### src/rtl/hazard_pkg.sv
// Shared types and constants for the pipeline hazard controller.
// The MULT/DIV unit has two states; latencies and counter widths are defaulted here.
package hazard_pkg;

  typedef enum logic {
    RUN     = 1'b0,
    MD_BUSY = 1'b1
  } md_state_e;

  localparam logic [4:0] REG_ZERO = 5'd0;

  localparam int MULT_LATENCY_DEF = 4;
  localparam int DIV_LATENCY_DEF  = 32;
  localparam int STALL_CNT_W_DEF  = 32;

  function automatic int max_int(input int a, input int b);
    return (a > b) ? a : b;
  endfunction

endpackage

### src/rtl/md_busy_timer.sv
// Sequencer for the multi-cycle HI/LO unit: loads the op latency on start,
// counts down while busy and pulses md_done on the final busy cycle.
module md_busy_timer
  import hazard_pkg::*;
#(
  parameter int MULT_LATENCY = MULT_LATENCY_DEF,
  parameter int DIV_LATENCY  = DIV_LATENCY_DEF
) (
  input  logic clk,
  input  logic reset,
  input  logic start,
  input  logic is_div,
  output logic md_busy,
  output logic md_done,
  output logic md_run
);

  localparam int CNT_W = $clog2(max_int(MULT_LATENCY, DIV_LATENCY) + 1);
  localparam logic [CNT_W-1:0] MULT_LOAD = CNT_W'(MULT_LATENCY - 1);
  localparam logic [CNT_W-1:0] DIV_LOAD  = CNT_W'(DIV_LATENCY - 1);

  md_state_e        state_reg, state_next;
  logic [CNT_W-1:0] md_cnt_reg, md_cnt_next;

  always_ff @(posedge clk) begin
    if (reset) begin
      state_reg  <= RUN;
      md_cnt_reg <= '0;
    end else begin
      state_reg  <= state_next;
      md_cnt_reg <= md_cnt_next;
    end
  end

  always_comb begin
    state_next  = state_reg;
    md_cnt_next = md_cnt_reg;
    case (state_reg)
      RUN: begin
        if (start) begin
          md_cnt_next = is_div ? DIV_LOAD : MULT_LOAD;
          state_next  = MD_BUSY;
        end
      end
      MD_BUSY: begin
        // A start seen here belongs to nobody: the unit only accepts ops in RUN.
        if (md_cnt_reg == '0) begin
          state_next = RUN;
        end else begin
          md_cnt_next = md_cnt_reg - 1'b1;
        end
      end
      default: state_next = RUN;
    endcase
  end

  // Outputs are masked during reset so an aborted op never reports done.
  assign md_busy = (state_reg == MD_BUSY) && !reset;
  assign md_done = md_busy && (md_cnt_reg == '0);
  assign md_run  = (state_reg == RUN);

endmodule

### src/rtl/pipeline_hazard_ctrl.sv
// Pipeline sequencer: load-use and HI/LO hazard detection, PC/IF_ID enables,
// IF_ID/ID_EX flushes and a saturating stall-cycle counter.
module pipeline_hazard_ctrl
  import hazard_pkg::*;
#(
  parameter int MULT_LATENCY = MULT_LATENCY_DEF,
  parameter int DIV_LATENCY  = DIV_LATENCY_DEF,
  parameter int STALL_CNT_W  = STALL_CNT_W_DEF
) (
  input  logic                   clk,
  input  logic                   reset,
  input  logic [4:0]             ID_rs,
  input  logic [4:0]             ID_rt,
  input  logic                   ID_uses_rt,
  input  logic                   ID_md_op,
  input  logic                   ID_is_mfhilo,
  input  logic                   ID_jump,
  input  logic                   ID_EX_MemRead,
  input  logic [4:0]             ID_EX_rt,
  input  logic                   EX_md_start,
  input  logic                   EX_md_is_div,
  input  logic                   EX_branch_taken,
  output logic                   PC_Write,
  output logic                   IF_ID_Write,
  output logic                   IF_ID_Flush,
  output logic                   ID_EX_Flush,
  output logic                   md_busy,
  output logic                   md_done,
  output logic [STALL_CNT_W-1:0] stall_cycles
);

  logic md_run;
  logic load_use;
  logic md_hold;
  logic stall;
  logic stall_applied;
  logic [STALL_CNT_W-1:0] stall_cnt_reg, stall_cnt_next;

  // The md op in EX is older than any branch resolving alongside it, so it starts regardless.
  md_busy_timer #(
    .MULT_LATENCY (MULT_LATENCY),
    .DIV_LATENCY  (DIV_LATENCY)
  ) u_md_timer (
    .clk     (clk),
    .reset   (reset),
    .start   (EX_md_start),
    .is_div  (EX_md_is_div),
    .md_busy (md_busy),
    .md_done (md_done),
    .md_run  (md_run)
  );

  assign load_use = ID_EX_MemRead && (ID_EX_rt != REG_ZERO) &&
                    ((ID_EX_rt == ID_rs) || (ID_uses_rt && (ID_EX_rt == ID_rt)));

  // On the done cycle HI/LO is valid next cycle, so a dependent op may advance.
  assign md_hold = (ID_md_op || ID_is_mfhilo) &&
                   ((md_busy && !md_done) || (md_run && EX_md_start));

  assign stall = load_use || md_hold;

  always_comb begin
    PC_Write      = 1'b1;
    IF_ID_Write   = 1'b1;
    IF_ID_Flush   = 1'b0;
    ID_EX_Flush   = 1'b0;
    stall_applied = 1'b0;
    if (!reset) begin
      if (EX_branch_taken) begin
        IF_ID_Flush = 1'b1;
        ID_EX_Flush = 1'b1;
      end else if (stall) begin
        PC_Write      = 1'b0;
        IF_ID_Write   = 1'b0;
        ID_EX_Flush   = 1'b1;
        stall_applied = 1'b1;
      end else if (ID_jump) begin
        IF_ID_Flush = 1'b1;
      end
    end
  end

  always_comb begin
    stall_cnt_next = stall_cnt_reg;
    if (stall_applied && (stall_cnt_reg != {STALL_CNT_W{1'b1}})) begin
      stall_cnt_next = stall_cnt_reg + STALL_CNT_W'(1);
    end
  end

  always_ff @(posedge clk) begin
    if (reset) begin
      stall_cnt_reg <= '0;
    end else begin
      stall_cnt_reg <= stall_cnt_next;
    end
  end

  assign stall_cycles = stall_cnt_reg;

endmodule

### config.mk
export PLATFORM = sky130hd
export DESIGN_NAME = pipeline_hazard_ctrl
export DESIGN_NICKNAME = d
export VERILOG_FILES = /design/src/rtl/hazard_pkg.sv /design/src/rtl/md_busy_timer.sv /design/src/rtl/pipeline_hazard_ctrl.sv
export SDC_FILE = /design/constraint.sdc
export NUM_CORES = 1
export LEC_CHECK = 0
export CORE_UTILIZATION = 25
export DETAILED_ROUTE_END_ITERATION = 8
export DONT_BUFFER_PORTS = 1
export PLACE_DENSITY = 0.36
export SETUP_SLACK_MARGIN = 0.02
export SYNTH_ARGS = -nofsm -noshare
export SYNTH_HDL_FRONTEND = slang
export SYNTH_SLANG_ARGS = --single-unit
### constraint.sdc
create_clock -name clk -period 5.5 [get_ports clk]
set_clock_uncertainty 0.05 [all_clocks]
set_input_delay 1.1 -clock clk [delete_from_list [all_inputs] [get_ports clk]]
set_output_delay 1.1 -clock clk [all_outputs]
set_load 0.01 [all_outputs]
After elaboration in Yosys (flattened, before gate mapping)

Index checks and enable logic that the tools add are counted.

Flip-flop bits (word level): 39
Bits in read-only memories: 0
Memories: 0
Output and inout bits: 38
Bits in latches: 0
Bits in writable memories: 0

Mux-type cells: 19
Equality and inequality tests: 5
Add/sub/neg operators: 2
Reductions and logical operators: 18
Shifts and indexed selects: 0
Bitwise operators: 1
Div/mod/pow operators: 0
Magnitude comparators: 0
$mul: 0

Operators by type and width:

| cell                    | number |
|---|---|
| $add A32 B1 Y32 const B | 1 |
| $ne A32 B32 Y1 const B  | 1 |
| $mux W1                 | 14 |
| $mux W6                 | 2 |
| $pmux W6 S2             | 1 |
| $eq A5 B5 Y1            | 2 |
| $logic_and A1 B1 Y1     | 9 |
| $logic_not A6 Y1        | 1 |
| $sub A6 B1 Y6 const B   | 1 |
| $mux W5                 | 1 |
| $reduce_bool A5 Y1      | 1 |
| $logic_or A1 B1 Y1      | 4 |
| $ne A2 B2 Y1 const B    | 2 |
| $logic_not A1 Y1        | 2 |
| $pmux W1 S2             | 1 |
| $reduce_and A2 Y1       | 1 |
| $not A1 Y1              | 1 |

Depth between registers and ports, before layout

Word-level depth: 12
Gate-level depth with buffers: 11
Depth with buffers taken out: 9

Hierarchy

A second synthesis with hierarchy kept.

Cell total of the unflattened synthesis: 284
Area total of the unflattened synthesis: 2,442.3 um^2

By module, submodules not included:

| module               | seq. area each (um^2) | cells each | times used | area each (um^2) |
|---|---|---|---|---|
| pipeline_hazard_ctrl | 640.6                 | 231        | 1          | 1,950.6 |
| md_busy_timer        | 140.1                 | 53         | 1          | 491.7 |

Worst setup path after synthesis

No wires, ideal clock.

Kind: in2out
Start point: in ID_EX_rt[1]
End point: out PC_Write
Stages: 7
Setup slack: 1,726 ps
Buffers on the path: 3
Required time: 4,350 ps
Data arrival time: 2,624 ps
Cell sequence: or4_2 -> o21ai_2 -> o41ai_4 -> buf_6 -> buf_2 -> inv_1 -> buf_4

Longest elaborated chain between the ends: 8
Elaborated cells between the ends (all ways): 11

Ends and longest elaborated chain:

| item                      | RTL line                   | text |
|---|---|---|
| start, declared           | pipeline_hazard_ctrl.sv:19 | `input logic [4:0] ID_EX_rt,` |
| $eq A5 B5 Y1              | pipeline_hazard_ctrl.sv:54 | `((ID_EX_rt == ID_rs) \|\| (ID_uses_rt && (ID_EX_rt == ID_rt)));` |
| $logic_and A1 B1 Y1       | pipeline_hazard_ctrl.sv:54 |  |
| $logic_or A1 B1 Y1        | pipeline_hazard_ctrl.sv:54 |  |
| $logic_and A1 B1 Y1 (*)   | pipeline_hazard_ctrl.sv:53 | `assign load_use = ID_EX_MemRead && (ID_EX_rt != REG_ZERO) &&` |
| $logic_or A1 B1 Y1 (*)    | pipeline_hazard_ctrl.sv:60 | `assign stall = load_use \|\| md_hold;` |
| $mux W1 (*) (3 in series) | n/a                        |  |
| end, declared             | pipeline_hazard_ctrl.sv:23 | `output logic PC_Write,` |

Mark *: on every way between the ends. The rest lies on a longest branch, timed or not.

Worst setup path after layout

Same ends and word-level chain as after synthesis.

==> flow_summary.json <==
{
  "syn_to_final_growth_pct": 7.93,
  "seq_area_um2": 781,
  "drt_iter0_drc": 82,
  "p_leak_nw": 0.799,
  "row_count": 33,
  "ys_dominant_reg_cell": "dfxtp_1",
  "slew-limit-headroom": 0.533,
  "drc": 0,
  "dr.pass1.iters": 4,
  "critPathKind": "in2out",
  "cp-endpoint": "PC_Write",
  "wl_um": 5230,
  "async_flop_share": 0,
  "path_clk_slew_ns": 0.07,
  "p_seq_frac": 0.495,
  "powerDensity_mw_per_mm2": 263,
  "postCtsSetupBuffers": 0,
  "cp.required_ns": 4.35,
  "antenna_found_initial": 0,
  "synth_area_leader_cell": "dfxtp_1",
  "switching_share": 0.259,
  "grt_max_degree": 46,
  "dr_total_vias": 1800,
  "ios": 63,
  "synth_fp_nets": 290,
  "r2r-start": "u_md_timer.md_cnt_reg[0]",
  "hold_buffers": 0,
  "netlist_area_mm2": 0.00215,
  "crit_path_end_kind": "output pin",
  "synth_area_leaders": "dfxtp_1 (36%), xor2_1 (11%), nor2_1 (6.6%)",
  "setup_violations": 0,
  "multi_input_area_mm2": 0.00126,
  "cts.path.max_buffers": 2,
  "clockPowerShare": 0.399,
  "hold_class": "reg2reg",
  "portBuffers": 0,
  "r2r_setup_slack_ns": 2.59,
  "final_layout_size_suffix_gt1_frac": 0.0615,
  "drv_slew": 0,
  "post-synth-top-count-cell": "dfxtp_1",
  "max_cap_viol_count": 0,
  "crit_fanout": 22,
  "syn_avg_cell_area_um2": 8.19,
  "ys_ff_latch": 39,
  "cts_buffers": 5,
  "grt_setup_unrepaired": "false",
  "dp_hpwl_um": 3750,
  "syn_inst": 262,
  "cp-startpoint": "ID_EX_rt[1]",
  "largest_reg_flops": 32,
  "internal_power_uw": 451,
  "synth.top_cell.area_share": 0.364,
  "switchingPower_uw": 158,
  "initial_core_util": 0.260,
  "coreArea_mm2": 0.00826,
  "crit_path_max_incr_delay_ns": 0.67,
  "period_share": 0.661,
  "ys.warnings.count": 0,
  "fin_setup_tns_ns": 0,
  "cts_tree": "done",
  "fmax_mhz": 275,
  "path_cells": "or4_2, o21ai_2, o41ai_4, buf_4, inv_1",
  "diodes": 0,
  "htree_levels": 2,
  "gp_congestion": 0.717,
  "clock-sinks": 39,
  "grt_pass1_vias": 1671,
  "wire_per_inst_um": 14.3,
  "drt-vias-per-instance": 4.93,
  "fp.dieW_um": 94.6,
  "seq_area_frac_synth": 0.364,
  "period_minus_slack_ns": 3.63,
  "synth_edf_count": 0,
  "synth_cell_type_count": 40,
  "power_frac_comb": 0.105,
  "die_area_mm2": 0.00896,
  "r2r-end": "stall_cycles[29]",
  "grt-ovfl-total": 0,
  "status": "finished, final reports clean",
  "final_nets": 287,
  "hold_violations": 0,
  "worstMarginPinSlew_ns": 0.698,
  "worst_ir_drop_vdd_mv": 0.101,
  "critPathSlowestCell": "or4_2",
  "cts-resized-gates": 0,
  "die_height_um": 94.6,
  "ant_nets": 0,
  "track_usage": 0.122,
  "rr_worst_depth": 10,
  "grt_first_pass_wirelength_um": 8540,
  "critPathLaunchType": "input pin",
  "clock_latency_ns": 0.30,
  "critPathArrivalTime_ns": 2.48,
  "p_total_uw": 609,
  "nFillCells": 896,
  "cts_root_buffer": "clkbuf_8",
  "yosys-top-cells-count": "dfxtp_1 (39), nor2_1 (38), xor2_1 (28)"
}
[worst min path at each step]
| stage | startpoint | end | slack, ns | cells after the start |
|---|---|---|---|---|
| after floorplan | u_md_timer.md_cnt_reg[0] | u_md_timer.md_cnt_reg[0] | 0.44 | 1 |
| after global placement | stall_cycles[19] | stall_cycles[19] | 0.48 | 2 |
| after detailed placement | u_md_timer.md_cnt_reg[1] | u_md_timer.md_cnt_reg[1] | 0.48 | 2 |
| after CTS | u_md_timer.md_cnt_reg[1] | u_md_timer.md_cnt_reg[1] | 0.49 | 2 |
| after global routing | u_md_timer.md_cnt_reg[1] | u_md_timer.md_cnt_reg[1] | 0.50 | 2 |
| final | u_md_timer.md_cnt_reg[1] | u_md_timer.md_cnt_reg[1] | 0.49 | 2 |
[critical path, delay by kind of cell]
kind                   cells  cell delay (ns)
buffers and inverters      2             0.41
AO/OA/AOI/OAI              2             0.29
AND/OR/NAND/NOR            1             0.67
[final cells by class]
| cell class | count | area share |
|---|---|---|
| clock buffers | 5 | 0.0297 |
| clock inverters | 3 | 0.0189 |
| inverters | 6 | 0.00972 |
| multi-input cells | 206 | 0.545 |
| flip-flops and latches | 39 | 0.337 |
| well taps | 105 | 0.0567 |
| repair buffers | 1 | 0.00324 |
[cells in the final DEF, fill, tap and decap left out, types with 5 or more instances in the layout]
| master | instances |
|---|---|
| a21oi_1 | 18 |
| dfxtp_1 | 39 |
| nor2b_1 | 5 |
| xor2_1 | 28 |
| or3_1 | 8 |
| and3_1 | 7 |
| nand3_1 | 17 |
| nand2_1 | 17 |
| nor2_1 | 38 |
| clkbuf_8 | 5 |
| nand4_1 | 18 |
| inv_1 | 6 |
| o21ai_0 | 7 |
[kinds of logic after synthesis]
kind of cell / count (synthesis) / synth area share
flip-flops: 39 / 0.364
AO/OA/AOI/OAI: 41 / 0.122
adder cells (fa/ha/maj): 3 / 0.0175
XOR/XNOR: 30 / 0.122
buffers and inverters: 17 / 0.0484
AND/OR/NAND/NOR: 131 / 0.320
multiplexers: 1 / 0.00525
[power by group through the flow]
stage	Combinational [mW]	Sequential [mW]	Clock [mW]
2_1_floorplan	0.0628	0.304	0
3_3_place_gp	0.0655	0.309	0
3_5_place_dp	0.0649	0.308	0
4_1_cts	0.0651	0.301	0.257
5_1_grt	0.0736	0.303	0.270
6_report	0.0642	0.301	0.243
[per-stage QoR]
step / utilization / hold WS (ns) / instance area (um2) / std cells / worst slack (ns)
3_3_place_gp: 0.267 / 0.479 / 2200 / 357 / 1.86
5_1_grt: 0.280 / 0.502 / 2320 / 365 / 1.76
2_1_floorplan: - / 0.444 / 2150 / 262 / 1.73
3_5_place_dp: 0.267 / 0.478 / 2200 / 357 / 1.86
4_1_cts: 0.280 / 0.488 / 2320 / 365 / 1.86
6_report: 0.280 / 0.488 / 2320 / 365 / 1.87
[metal layers]
metal  GRT usage  wire length (um)  up-vias
met5           0                 0        -
met4      0.0417                73        0
met3      0.0378               355        7
met2       0.186              2240       43
met1       0.163              2570      822
li1            -                 -      928
No activity file was read; power rests on OpenSTA's default activity.
